**config.mk**
```make
export PLATFORM = sky130hd
export DESIGN_NAME = chopper_offtime_sequencer
export DESIGN_NICKNAME = d
export VERILOG_FILES = /design/src/rtl/chopper_offtime_sequencer.sv
export SDC_FILE = /design/constraint.sdc
export NUM_CORES = 1
export LEC_CHECK = 0
export BUFFER_PORTS_ARGS = -buffer_cell sky130_fd_sc_hd__buf_2
export CAP_MARGIN = 5
export CORE_MARGIN = 5
export CORE_UTILIZATION = 45
export DETAILED_ROUTE_END_ITERATION = 8
export GPL_TIMING_DRIVEN = 0
export PLACE_DENSITY = 0.85
export SYNTH_ARGS = -nofsm -noshare
export SYNTH_HDL_FRONTEND = slang
export SYNTH_SLANG_ARGS = --single-unit
```
**constraint.sdc**
```tcl
create_clock -name i_clk -period 2.5 [get_ports i_clk]
set_input_delay 0.125 -clock i_clk [delete_from_list [all_inputs] [get_ports i_clk]]
set_output_delay 0.125 -clock i_clk [all_outputs]
set_load 0.02 [all_outputs]
```
**src/rtl/chopper_offtime_sequencer.sv**
```systemverilog
// Fixed-off-time chopper sequencer: drives a countdown timer through BLANK -> ON -> OFF phases
// from a synchronised overcurrent comparator, gating one microstepper phase bridge.
module chopper_offtime_sequencer #(
  parameter int unsigned WIDTH       = 8,
  parameter int unsigned SYNC_STAGES = 2,
  parameter int unsigned CNT_WIDTH   = 16
) (
  input  logic                 i_clk,
  input  logic                 i_rst_n,
  input  logic                 i_enable,
  input  logic                 i_overcurrent,
  input  logic [WIDTH-1:0]     i_blank_time,
  input  logic [WIDTH-1:0]     i_off_time,
  output logic                 o_timer_start_enable,
  output logic [WIDTH-1:0]     o_timer_start_time,
  input  logic                 i_timer_done,
  output logic                 o_bridge_on,
  output logic                 o_blanking,
  output logic                 o_off_active,
  output logic [CNT_WIDTH-1:0] o_chop_count
);

  typedef enum logic [1:0] {StIdle, StBlank, StOn, StOff} state_e;

  state_e                 r_state;
  state_e                 w_state_next;
  logic [SYNC_STAGES-1:0] r_oc_sync;
  logic                   w_oc_s;
  logic                   w_pulse;
  logic                   w_sel_off;
  logic                   w_chop;
  logic [WIDTH-1:0]       w_load_raw;
  logic [WIDTH-1:0]       w_load_val;
  logic                   r_start_en;
  logic [WIDTH-1:0]       r_start_time;
  logic [CNT_WIDTH-1:0]   r_chop_count;

  // Overcurrent is asynchronous; only the last synchroniser stage is ever used.
  always_ff @(posedge i_clk or negedge i_rst_n) begin
    if (!i_rst_n) begin
      r_oc_sync <= '0;
    end else begin
      r_oc_sync <= {r_oc_sync[SYNC_STAGES-2:0], i_overcurrent};
    end
  end

  assign w_oc_s = r_oc_sync[SYNC_STAGES-1];

  always_comb begin
    w_state_next = r_state;
    w_pulse      = 1'b0;
    w_sel_off    = 1'b0;
    w_chop       = 1'b0;
    if (!i_enable) begin
      w_state_next = StIdle;
    end else begin
      unique case (r_state)
        StIdle: begin
          w_state_next = StBlank;
          w_pulse      = 1'b1;
        end
        StBlank: begin
          if (i_timer_done) w_state_next = StOn;
        end
        StOn: begin
          // Overcurrent beats a stale done; done is meaningless while ON.
          if (w_oc_s) begin
            w_state_next = StOff;
            w_pulse      = 1'b1;
            w_sel_off    = 1'b1;
            w_chop       = 1'b1;
          end
        end
        StOff: begin
          if (i_timer_done) begin
            w_state_next = StBlank;
            w_pulse      = 1'b1;
          end
        end
        default: w_state_next = StIdle;
      endcase
    end
  end

  assign w_load_raw = w_sel_off ? i_off_time : i_blank_time;
  assign w_load_val = (w_load_raw == '0) ? WIDTH'(1) : w_load_raw;

  always_ff @(posedge i_clk or negedge i_rst_n) begin
    if (!i_rst_n) begin
      r_state      <= StIdle;
      r_start_en   <= 1'b0;
      r_start_time <= '0;
      r_chop_count <= '0;
    end else begin
      r_state    <= w_state_next;
      r_start_en <= w_pulse;
      if (w_pulse) r_start_time <= w_load_val;
      if (w_chop && (r_chop_count != '1)) r_chop_count <= r_chop_count + 1'b1;
    end
  end

  assign o_timer_start_enable = r_start_en;
  assign o_timer_start_time   = r_start_time;
  assign o_bridge_on          = (r_state == StBlank) || (r_state == StOn);
  assign o_blanking           = (r_state == StBlank);
  assign o_off_active         = (r_state == StOff);
  assign o_chop_count         = r_chop_count;

endmodule
```
* Word-level counts from Yosys, hierarchy flattened
Index checks and enable logic that the tools add are counted.
** Word-level totals
- Logic and storage cells :: 31
- Output and inout bits :: 28
- Input port bits :: 21
- Register bits after elaboration :: 29
** Cells by class
- Reductions and logical operators :: 5
- Eq/ne operators :: 7
- Mux-type cells :: 13
- $add $sub $neg :: 1
** Operators by type and width (number)
- $add A16 B1 Y16 const B :: 1
- $mux W8 :: 2
- $ne A16 B16 Y1 const B :: 1
- $ne A3 B3 Y1 const B :: 3
- $logic_not A8 Y1 :: 1
- $mux W2 :: 4
- $pmux W2 S4 :: 1
- $mux W1 :: 5
- $eq A2 B2 Y1 const B :: 2
- $pmux W1 S3 :: 1
- $reduce_and A3 Y1 :: 1
- $eq A2 B1 Y1 const B :: 1
- $logic_not A2 Y1 :: 1
- $logic_and A1 B1 Y1 :: 1
- $logic_or A1 B1 Y1 :: 1

* Logic depth before layout (Yosys ltp)
Gate-level depths: netlist (run 1).
- Word-level depth :: 6
- Mapped depth :: 7
- Mapped depth without buffers :: 6

* Worst setup path after synthesis (run 1)
Ideal clock, no wire load.
- Path type :: flip-flop to flip-flop
- Start :: reg r_state[1]
- End :: reg r_start_time[5], in the netlist o_timer_start_time[5]
- Setup slack :: 789 ps
- Stages on the path, launching flop included :: 7
- Buffers on the path :: 1
- Library setup time :: 82 ps
- Arrival :: 1629 ps
- Path through :: dfrtp_1 > ha_1 > a22oi_1 > a211oi_2 > buf_2 > nor2_1 > a31oi_1
** RTL lines
- start, declared :: RTL line 25 : state_e r_state;
- start signal, assigned :: RTL line 90 : r_state <= StIdle;
- start signal, assigned :: RTL line 95 : r_state <= w_state_next;
- $eq A2 B2 Y1
- named net o_off_active :: RTL line 19 : output logic o_off_active,
- $pmux W1 S3 :: RTL line 57 : unique case (r_state)
- $mux W1 :: RTL line 54 : if (!i_enable) begin
- named net w_pulse :: RTL line 29 : logic w_pulse;
- end signal, assigned :: RTL line 97 : if (w_pulse) r_start_time <= w_load_val;
- end, declared :: RTL line 35 : logic [WIDTH-1:0] r_start_time;
The timed path passes the listed nets, and every way through them passes these cells.
A chain may end at the register's enable or synchronous reset.

* Worst setup path in the final report (run 1)
- Start :: reg r_state[0]
- End :: reg r_chop_count[13], in the netlist o_chop_count[13]
** Between the ends
- Cells in the longest elaborated chain, start to end :: 4
** Ends and longest elaborated chain
- $eq A2 B2 Y1 :: RTL line 57
- $mux W1 :: RTL line 57
- $mux W1 :: RTL line 54
- $logic_and A1 B1 Y1 :: RTL line 98 : if (w_chop && (r_chop_count != '1)) r_chop_count <= r_chop_count + 1'b1;
- end signal, assigned :: RTL line 98
- end, declared :: RTL line 36 : logic [CNT_WIDTH-1:0] r_chop_count;
No other way between the ends.

==> results.sh, run 1 <==
export IMPL_crit_end="o_chop_count[13]$_DFFE_PN0P_"
export IMPL_hold_class="in2reg"
export IMPL_cts_sinks=29
export IMPL_fmax_mhz=504
export IMPL_critPathCaptureType="flip-flop"
export IMPL_grt_pass1_vias=1319
export IMPL_htree_levels=2
export IMPL_outcome="completed"
export IMPL_antenna_cells=0
export IMPL_grt_pass1_wl_mm=5.75
export IMPL_max_cap_violations=0
export IMPL_rows=20
export IMPL_critPathLaunchType="flip-flop"
export IMPL_yosys_register_bits=29
export IMPL_initial_core_util_pct=47.5
export IMPL_fin_total_pwr_mw=1.67
export IMPL_r2r_end="o_chop_count[13]$_DFFE_PN0P_"
export IMPL_ys_types=42
export IMPL_switching_share_pct=37.8
export IMPL_post_route_period_util_pct=79.4
export IMPL_dieHeight_um=67.0
export IMPL_combPwrFrac_pct=36.5
export IMPL_critPathMaxFanout=10
export IMPL_hpwl_mm=2.59
export IMPL_viasPerCell=5.32
export IMPL_seq_area_frac_synth_pct=49.6
export IMPL_holdWs_ns=0.0479
export IMPL_p_switching_mw=0.633
export IMPL_clock_path_buffers=2
export IMPL_syn_cell_area_um2=1460
export IMPL_startpoint="r_state[0]$_DFFE_PN0P_"
export IMPL_r2r_slack_ns=0.51
export IMPL_fin_cells=246
export IMPL_gp_congestion=0.749
export IMPL_cts_root_buf="clkbuf_4"
export IMPL_dr_total_vias=1308
export IMPL_pre_cts_ws_ns=0.519
export IMPL_placed_area_um2=1760
export IMPL_post_place_cells=236
export IMPL_final_cell_mix="buf_2 (50), dfrtp_1 (29), nand2_1 (17), nor2_1 (15)"
export IMPL_pin_count=49
export IMPL_drive_gt1_share_pct=33.2
export IMPL_cts_inserted_buffers=5
export IMPL_synthCells=144
export IMPL_grt_setup_unrepaired="false"
export IMPL_nNetsFinal=226
export IMPL_vdd_drop_max_mv=0.451
export IMPL_worst_pin_slew_ns=0.640
export IMPL_total_leakage_power_nw=0.915
export IMPL_syn_nets=169
export IMPL_drc=0
export IMPL_grt_max_degree=30
export IMPL_slew_headroom_pct=57.3
export IMPL_setup_tns_ns=0
export IMPL_yosysWarnings=0
export IMPL_crit_arrival_ns=2.21
export IMPL_layout_min_cycle_time_ns=1.99
export IMPL_post_cts_buffers=0
export IMPL_seqPwrFrac_pct=39.2
export IMPL_cts_tree="done"
export IMPL_syn_to_final_growth_pct=27.4
export IMPL_worst_slack_ns=0.515
export IMPL_use_met3_pct=4.38
export IMPL_overflow=0
export IMPL_antenna_found_initial=0
export IMPL_crit_type="reg2reg"
export IMPL_stdcell_area_um2=1860
export IMPL_final_util_pct=60.5
export IMPL_busiest_layer="met2"
export IMPL_wire_per_inst_um=14.1
export IMPL_drt_wl_total_mm=3.46
export IMPL_hold_buffers=2
export IMPL_worstRegToRegCells=7
export IMPL_core_area_um2=3080
export IMPL_drtPass1Iterations=4
export IMPL_finalHoldViolations=0
export IMPL_crit_required_ns=2.72
export IMPL_r2r_start="r_state[0]$_DFFE_PN0P_"
export IMPL_clk_latency_ns=0.34
export IMPL_clk_pin_slew_ns=0.09
export IMPL_port_buffer_count=48
export IMPL_syn_area_per_cell_um2=10.2
export IMPL_power_density_nw_per_um2=899
export IMPL_die_area_um2=4490
export IMPL_use_met2_pct=28.1
export IMPL_drt_iter0_drc=88
export IMPL_ant_nets=0
export IMPL_setup_viol=0
export IMPL_p_int_mw=1.04
export IMPL_grt_usage_pct=17.2
export IMPL_clkPwrFrac_pct=24.3
export IMPL_met1_usage_pct=20.6
export IMPL_die_w_um=67.0
export IMPL_drv_slew=0
export IMPL_cts_resized=0
export IMPL_layout_commonest_cell="buf_2"
export IMPL_fin_skew_ns=0.0104
[routing by layer]
layer / vias up / part of all wire, % / wire length (um)
met4: 0 / 1.5 / 51
li1: 629 / - / -
met1: 612 / 46 / 1590
met3: 7 / 8.6 / 297
met2: 60 / 44 / 1520
met5: - / 0 / 0
[worst min-delay path by stage]
stage | from | end | slack (ns) | cells after the start
6_report | i_off_time[2] | o_timer_start_time[2]$_DFFE_PN0P_ | 0.05 | 3
5_1_grt | i_blank_time[3] | o_timer_start_time[3]$_DFFE_PN0P_ | 0.04 | 3
4_1_cts | i_off_time[2] | o_timer_start_time[2]$_DFFE_PN0P_ | 0.04 | 3
3_5_place_dp | i_rst_n | o_timer_start_time[6]$_DFFE_PN0P_ | 0.18 | 1
3_3_place_gp | i_rst_n | o_timer_start_time[6]$_DFFE_PN0P_ | 0.18 | 1
2_1_floorplan | i_rst_n | o_chop_count[0]$_DFFE_PN0P_ | -0.17 | 0
[registers in the layout, indices dropped and copies added, names as in the netlist]
register	count
o_chop_count	16
o_timer_start_time	8
r_oc_sync	2
r_state	2
o_timer_start_enable	1
[power by group through the flow]
stage,logic [mW],clock network [mW],registers [mW]
6_report,0.611,0.406,0.657
5_1_grt,0.665,0.436,0.670
4_1_cts,0.620,0.414,0.657
3_5_place_dp,0.615,0,0.667
3_3_place_gp,0.595,0,0.664
2_1_floorplan,0.291,0,0.776
[synthesized netlist by cell type, drive strengths merged]
cell type	instances	area share, %
nand2	17	4.4
a211o	1	0.60
a211oi	2	1.4
nor2	16	4.3
o21ai	1	0.34
nand4b	1	0.60
or2	2	0.86
nand3b	1	0.51
nand4	6	3.6
a21oi	4	1.4
buf	2	0.68
mux2	3	2.6
a41oi	1	0.60
and2	1	0.43
a31oi	7	3.0
o211ai	2	1.0
or4	1	0.51
ha	4	3.4
nand2b	2	0.86
nor4	3	2.3
nor2b	1	0.43
o2111ai	2	1.2
dfrtp	29	50
a22oi	1	0.51
xor2	2	1.2
mux2i	1	0.68
nand3	6	2.1
and3	2	0.86
clkbuf	1	0.26
nor3	5	2.4
o311ai	1	0.60
inv	7	1.8
xnor2	7	4.2
o21a	1	0.51
o22ai	1	0.43
[critical path, stage by stage (launching register included)]
cell and delay [ns]:
dfrtp_1 0.42, inv_1 0.09, ha_1 0.22, nand3_1 0.13, clkbuf_1 0.27, nor3_2 0.41
nand4_1 0.18, xnor2_1 0.16
[cell type report]
cell class                      instances  area, um2
Buffer                                  3       13.8
Tap cell                               44       55.1
Timing Repair Buffer                   50        260
Fill cell                             288       1210
Multi-Input combinational cell        105        697
Sequential cell                        29        726
Clock buffer                            7       55.1
Clock inverter                          1       30.0
Inverter                                7       26.3
[logic make-up after synthesis]
kind of cell               synth area share (%)
AOI/OAI and AO/OA                          11.5
xor gates and xnor gates                   5.39
adders and majority gates                  3.42
buffers and inverters                      2.74
DFF                                        49.6
muxes                                      3.25
and+or+nand+nor                            24.0
Note: power is estimated with default switching activity, not from simulation.
==> inputs of run 2 (changes only) <==
==> constraint.sdc (replaced) <==
create_clock -name i_clk -period 2 [get_ports i_clk]
set_input_delay 0.1 -clock i_clk [delete_from_list [all_inputs] [get_ports i_clk]]
set_output_delay 0.1 -clock i_clk [all_outputs]
set_load 0.02 [all_outputs]
==> run 2 against run 1 <==
Setup slack worse by 0.36 ns. Clock power up 25%. Critical path type unchanged. Global-route usage is essentially flat. Highest routed layer unchanged. Sequential cell count is the same. Register-to-register slack got worse by 0.36 ns. Largest cell class unchanged. Die area stayed put. Fmax up 7.3%. Final area increased by 0.81%. Cell count is the same. Count of clock-buffer cells in the layout stayed put.
==> results.sh, run 2 (synthesis results as in run 1) <==
export IMPL_outcome="completed"
export IMPL_r2r_start="r_state[1]$_DFFE_PN0P_"
export IMPL_drt_wl_total_mm=3.53
export IMPL_nNetsFinal=226
export IMPL_core_area_um2=3080
export IMPL_rows=20
export IMPL_die_area_um2=4490
export IMPL_cts_root_buf="clkbuf_4"
export IMPL_pre_cts_ws_ns=0.0187
export IMPL_viasPerCell=5.40
export IMPL_grt_usage_pct=17.2
export IMPL_critPathCaptureType="flip-flop"
export IMPL_pin_count=49
export IMPL_finalHoldViolations=0
export IMPL_hold_class="in2reg"
export IMPL_drive_gt1_share_pct=33.7
export IMPL_total_leakage_power_nw=0.934
export IMPL_gp_congestion=0.749
export IMPL_fin_skew_ns=0.00739
export IMPL_worst_slack_ns=0.150
export IMPL_slew_headroom_pct=57.5
export IMPL_cts_inserted_buffers=5
export IMPL_dieHeight_um=67.0
export IMPL_final_cell_mix="buf_2 (50), dfrtp_1 (29), nand2_1 (17), nor2_1 (15)"
export IMPL_crit_type="reg2reg"
export IMPL_hpwl_mm=2.59
export IMPL_layout_commonest_cell="buf_2"
export IMPL_power_density_nw_per_um2=1130
export IMPL_post_cts_buffers=0
export IMPL_fmax_mhz=541
export IMPL_busiest_layer="met2"
export IMPL_die_w_um=67.0
export IMPL_htree_levels=2
export IMPL_port_buffer_count=48
export IMPL_critPathMaxFanout=10
export IMPL_r2r_slack_ns=0.15
export IMPL_use_met2_pct=28.1
export IMPL_largest_reg_flops=16
export IMPL_grt_max_degree=30
export IMPL_hold_path_cell_count=3
export IMPL_clock_path_buffers=2
export IMPL_min_from="i_off_time[2]"
export IMPL_use_met3_pct=4.38
export IMPL_worstRegToRegCells=6
export IMPL_r2r_end="o_timer_start_time[5]$_DFFE_PN0P_"
export IMPL_layout_min_cycle_time_ns=1.85
export IMPL_antenna_found_initial=0
export IMPL_max_cap_violations=0
export IMPL_worst_pin_slew_ns=0.638
export IMPL_clk_pin_slew_ns=0.09
export IMPL_crit_required_ns=2.26
export IMPL_drt_iter0_drc=96
export IMPL_post_place_cells=236
export IMPL_grt_pass1_vias=1319
export IMPL_initial_core_util_pct=47.5
export IMPL_vdd_drop_max_mv=0.571
export IMPL_fill_cells=283
export IMPL_met1_usage_pct=20.7
export IMPL_cts_tree="done"
export IMPL_grt_pass1_wl_mm=5.75
export IMPL_drtPass1Iterations=4
export IMPL_clk_latency_ns=0.33
export IMPL_setup_viol=0
export IMPL_min_to="o_timer_start_time[2]$_DFFE_PN0P_"
export IMPL_drc=0
export IMPL_dr_total_vias=1329
export IMPL_critPathLaunchType="flip-flop"
export IMPL_cts_sinks=29
export IMPL_overflow=0
export IMPL_crit_arrival_ns=2.10
export IMPL_post_route_period_util_pct=92.5
export IMPL_wire_per_inst_um=14.3
export IMPL_antenna_cells=0
export IMPL_ant_nets=0
export IMPL_drv_slew=0
export IMPL_syn_to_final_growth_pct=28.4
export IMPL_fin_cells=246
[run 2: metal layers]
metal	up-vias	wire, um
li1	627	-
met1	621	1560
met2	72	1550
met3	9	332
met4	0	80
met5	-	0
[run 2: worst max-delay path by stage]
stage	start	endpoint	slack, ns	cells past startpoint
2_1_floorplan	r_state[1]$_DFFE_PN0P_	o_timer_start_time[5]$_DFFE_PN0P_	0.29	6
3_3_place_gp	r_state[0]$_DFFE_PN0P_	o_chop_count[13]$_DFFE_PN0P_	0.11	7
3_5_place_dp	r_state[0]$_DFFE_PN0P_	o_chop_count[13]$_DFFE_PN0P_	0.02	7
4_1_cts	r_state[0]$_DFFE_PN0P_	o_chop_count[13]$_DFFE_PN0P_	0.07	7
5_1_grt	r_state[1]$_DFFE_PN0P_	o_timer_start_time[5]$_DFFE_PN0P_	-0.006	6
6_report	r_state[1]$_DFFE_PN0P_	o_timer_start_time[5]$_DFFE_PN0P_	0.15	6
[run 2: final cells by class]
class / instances / area, um2 / area share, %
Inverter: 7 / 26.3 / 1.40
Clock buffer: 7 / 55.1 / 2.93
Multi-Input combinational cell: 105 / 711 / 37.8
Sequential cell: 29 / 726 / 38.6
Timing Repair Buffer: 50 / 260 / 13.9
Tap cell: 44 / 55.1 / 2.93
Clock inverter: 1 / 30.0 / 1.60
Buffer: 3 / 15.0 / 0.799
[run 2: report_power, final]
part	leakage, nW	internal [mW]	total (mW)	switching [mW]
logic	0.519	0.290	0.784	0.494
registers	0.370	0.721	0.825	0.104
clock network	0.0455	0.298	0.506	0.207
total	0.934	1.31	2.12	0.806
[run 2: stage by stage]
stage	hold WS [ns]	TNS [ns]	area, um2	util [%]	power [mW]
finish	0.0252	0	1880	61.0	2.12
global route	0.0187	-0.0119	1880	61.0	2.24
CTS	0.0125	0	1870	60.7	2.11
detailed placement	0.156	0	1760	57.1	1.60
global placement	0.151	0	1760	57.1	1.57
floorplan	-0.196	0	1460	-	1.33
[run 2: critical path: stages, from the launching register on]
cell and delay (ns):
dfrtp_1 0.47, ha_1 0.27, a22oi_1 0.15, a211oi_4 0.41, buf_2 0.29, nor2_1 0.06, a31oi_1 0.13
[run 2: repair_timing]
| item | 4_1_cts | 5_1_grt |
|---|---|---|
| pin swaps | 0 | 1 |
| hold endpoints to repair | 30 | 0 |
| setup endpoints to repair | 1 | 6 |
| gates resized for setup | 1 | 3 |
| hold buffers | 2 | 0 |
==> inputs of run 3 (changes only) <==
--- a/config.mk
+++ b/config.mk
@@ -7,8 +7,10 @@
 export LEC_CHECK = 0
 export BUFFER_PORTS_ARGS = -buffer_cell sky130_fd_sc_hd__buf_2
 export CAP_MARGIN = 5
-export CORE_MARGIN = 5
+export CORE_MARGIN = 2
 export CORE_UTILIZATION = 45
+export CTS_BUF_LIST = sky130_fd_sc_hd__clkbuf_8
+export CTS_CLUSTER_SIZE = 28
 export DETAILED_ROUTE_END_ITERATION = 8
 export GPL_TIMING_DRIVEN = 0
 export PLACE_DENSITY = 0.85
==> run 3 against run 2 <==
Register-to-register slack about the same. Via count is 0.30% lower. Sequential power is essentially flat. Routed wire length decreased by 4.6%. First-iteration DRC count fell by 40%. Largest cell class unchanged. Largest power group unchanged. Highest routed layer unchanged.
==> results.sh, run 3 (synthesis results as in run 1) <==
export IMPL_wire_per_inst_um=13.7
export IMPL_max_cap_violations=0
export IMPL_critPathCaptureType="flip-flop"
export IMPL_gp_congestion=0.756
export IMPL_grt_pass1_wl_mm=5.24
export IMPL_pin_count=49
export IMPL_layout_commonest_cell="buf_2"
export IMPL_overflow=0
export IMPL_cts_sinks=29
export IMPL_grt_setup_unrepaired="false"
export IMPL_fill_cells=294
export IMPL_fin_cells=245
export IMPL_critPathMaxFanout=10
export IMPL_drt_wl_total_mm=3.37
export IMPL_viasPerCell=5.41
export IMPL_hold_class="in2reg"
export IMPL_final_cell_mix="buf_2 (49), dfrtp_1 (29), nand2_1 (17), nor2_1 (14), inv_1 (8)"
export IMPL_drt_iter0_drc=58
export IMPL_slew_headroom_pct=58.2
export IMPL_power_density_nw_per_um2=1100
export IMPL_setup_tns_ns=0
export IMPL_cts_root_buf="clkbuf_8"
export IMPL_crit_required_ns=2.19
export IMPL_dr_total_vias=1325
export IMPL_cpPeakStageDelay_ns=0.42
export IMPL_layout_min_cycle_time_ns=1.85
export IMPL_crit_type="reg2reg"
export IMPL_hpwl_mm=2.42
export IMPL_vdd_drop_max_mv=0.474
export IMPL_port_buffer_count=48
export IMPL_die_w_um=61.0
export IMPL_die_area_um2=3720
export IMPL_worst_pin_slew_ns=0.627
export IMPL_finalHoldViolations=0
export IMPL_path_cells="inv_1 -> ha_1 -> a22oi_1 -> a211oi_4 -> clkbuf_4 -> nor2_1 -> a31oi_1"
export IMPL_crit_arrival_ns=2.04
export IMPL_drv_slew=0
export IMPL_post_route_period_util_pct=92.4
export IMPL_antenna_found_initial=0
export IMPL_total_leakage_power_nw=0.937
export IMPL_largest_reg_flops=16
export IMPL_initial_core_util_pct=47.5
export IMPL_grt_max_degree=30
export IMPL_outcome="completed"
export IMPL_rows=20
export IMPL_grt_pass1_vias=1209
export IMPL_nNetsFinal=226
export IMPL_htree_levels=2
export IMPL_dieHeight_um=61.0
export IMPL_fmax_mhz=541
export IMPL_ant_nets=0
export IMPL_cp_slowest_cell="a211oi_4"
export IMPL_post_place_cells=236
export IMPL_critPathLaunchType="flip-flop"
export IMPL_grt_usage_pct=19.1
export IMPL_cts_inserted_buffers=5
export IMPL_clk_latency_ns=0.27
export IMPL_clk_pin_slew_ns=0.06
export IMPL_drtPass1Iterations=5
export IMPL_drive_gt1_share_pct=33.8
export IMPL_core_area_um2=3080
export IMPL_syn_to_final_growth_pct=28.8
export IMPL_fin_skew_ns=0.00504
export IMPL_clock_path_buffers=2
export IMPL_setup_viol=0
export IMPL_antenna_cells=0
export IMPL_cts_tree="done"
export IMPL_drc=0
==> run 3: cell count changes in the layout (fill, tap and decap cells not counted), sizes merged <==
cell / delta
inv: +1
bufinv: -1
buf: -1
==> run 3: per-stage QoR <==
step / utilization [%] / area (um2) / hold WS, ns / total power [mW] / setup slack, ns
CTS: 60.6 / 1860 / 0.0923 / 2.07 / 0.0339
floorplan: - / 1460 / -0.196 / 1.33 / 0.289
global placement: 57.1 / 1760 / 0.150 / 1.57 / 0.114
global route: 61.2 / 1880 / 0.0963 / 2.22 / 0.00574
detailed placement: 57.1 / 1760 / 0.155 / 1.59 / 0.0452
finish: 61.2 / 1880 / 0.0902 / 2.08 / 0.152
==> run 3: what timing repair did <==
action                                  in CTS  in global routing
endpoints found under the setup margin       0                 12
hold buffers                                 2                  0
gates resized for setup                      0                  6
setup buffers                                0                  0
endpoints found under the hold margin       30                  0
==> run 3: power by group <==
part / switching [mW] / internal (mW) / total (mW)
combinational: 0.493 / 0.295 / 0.788
sequential: 0.104 / 0.723 / 0.827
clock: 0.199 / 0.267 / 0.466
total: 0.796 / 1.29 / 2.08
==> run 3: cell type report <==
cell class | count | area, um2 | share of cell area (%)
buffer | 3 | 17.5 | 0.930
clock buffer | 6 | 82.6 | 4.38
clock inverter | 1 | 3.75 | 0.199
inverter | 7 | 26.3 | 1.39
multi-input combinational | 105 | 713 | 37.8
sequential | 29 | 726 | 38.5
tap | 44 | 55.1 | 2.92
timing repair buffer | 50 | 260 | 13.8
==> run 3: per-layer routing <==
layer  part of all wire [%]  track usage [%]
met5                      0                0
met4                   0.36             6.21
met3                    6.4             5.46
met2                     49             32.4
met1                     44             23.6
==> run 3: final timing paths <==
path                                             start                                 to  slack, ns  cells after the start
worst max-delay path            r_state[0]$_DFFE_PN0P_  o_timer_start_time[5]$_DFFE_PN0P_       0.15                      7
worst max register to register  r_state[0]$_DFFE_PN0P_  o_timer_start_time[5]$_DFFE_PN0P_       0.15                      7
worst min-delay path                          i_enable             r_state[0]$_DFFE_PN0P_       0.09                      2
max in group asynchronous                      i_rst_n        o_chop_count[9]$_DFFE_PN0P_       1.21                      2
worst min register to register  r_oc_sync[0]$_DFF_PN0_             r_oc_sync[1]$_DFF_PN0_       0.35                      0
min in group asynchronous                      i_rst_n  o_timer_start_time[1]$_DFFE_PN0P_       0.39                      2
==> run 3: worst max-delay path, delay by kind of cell, from the launching register on <==
family                   cells  cell delay [ns]
AND/OR/NAND/NOR              1             0.05
buffers and inverters        2             0.38
AO/OA/AOI/OAI                3             0.70
adder cells (fa/ha/maj)      1             0.23
flip-flops                   1             0.41
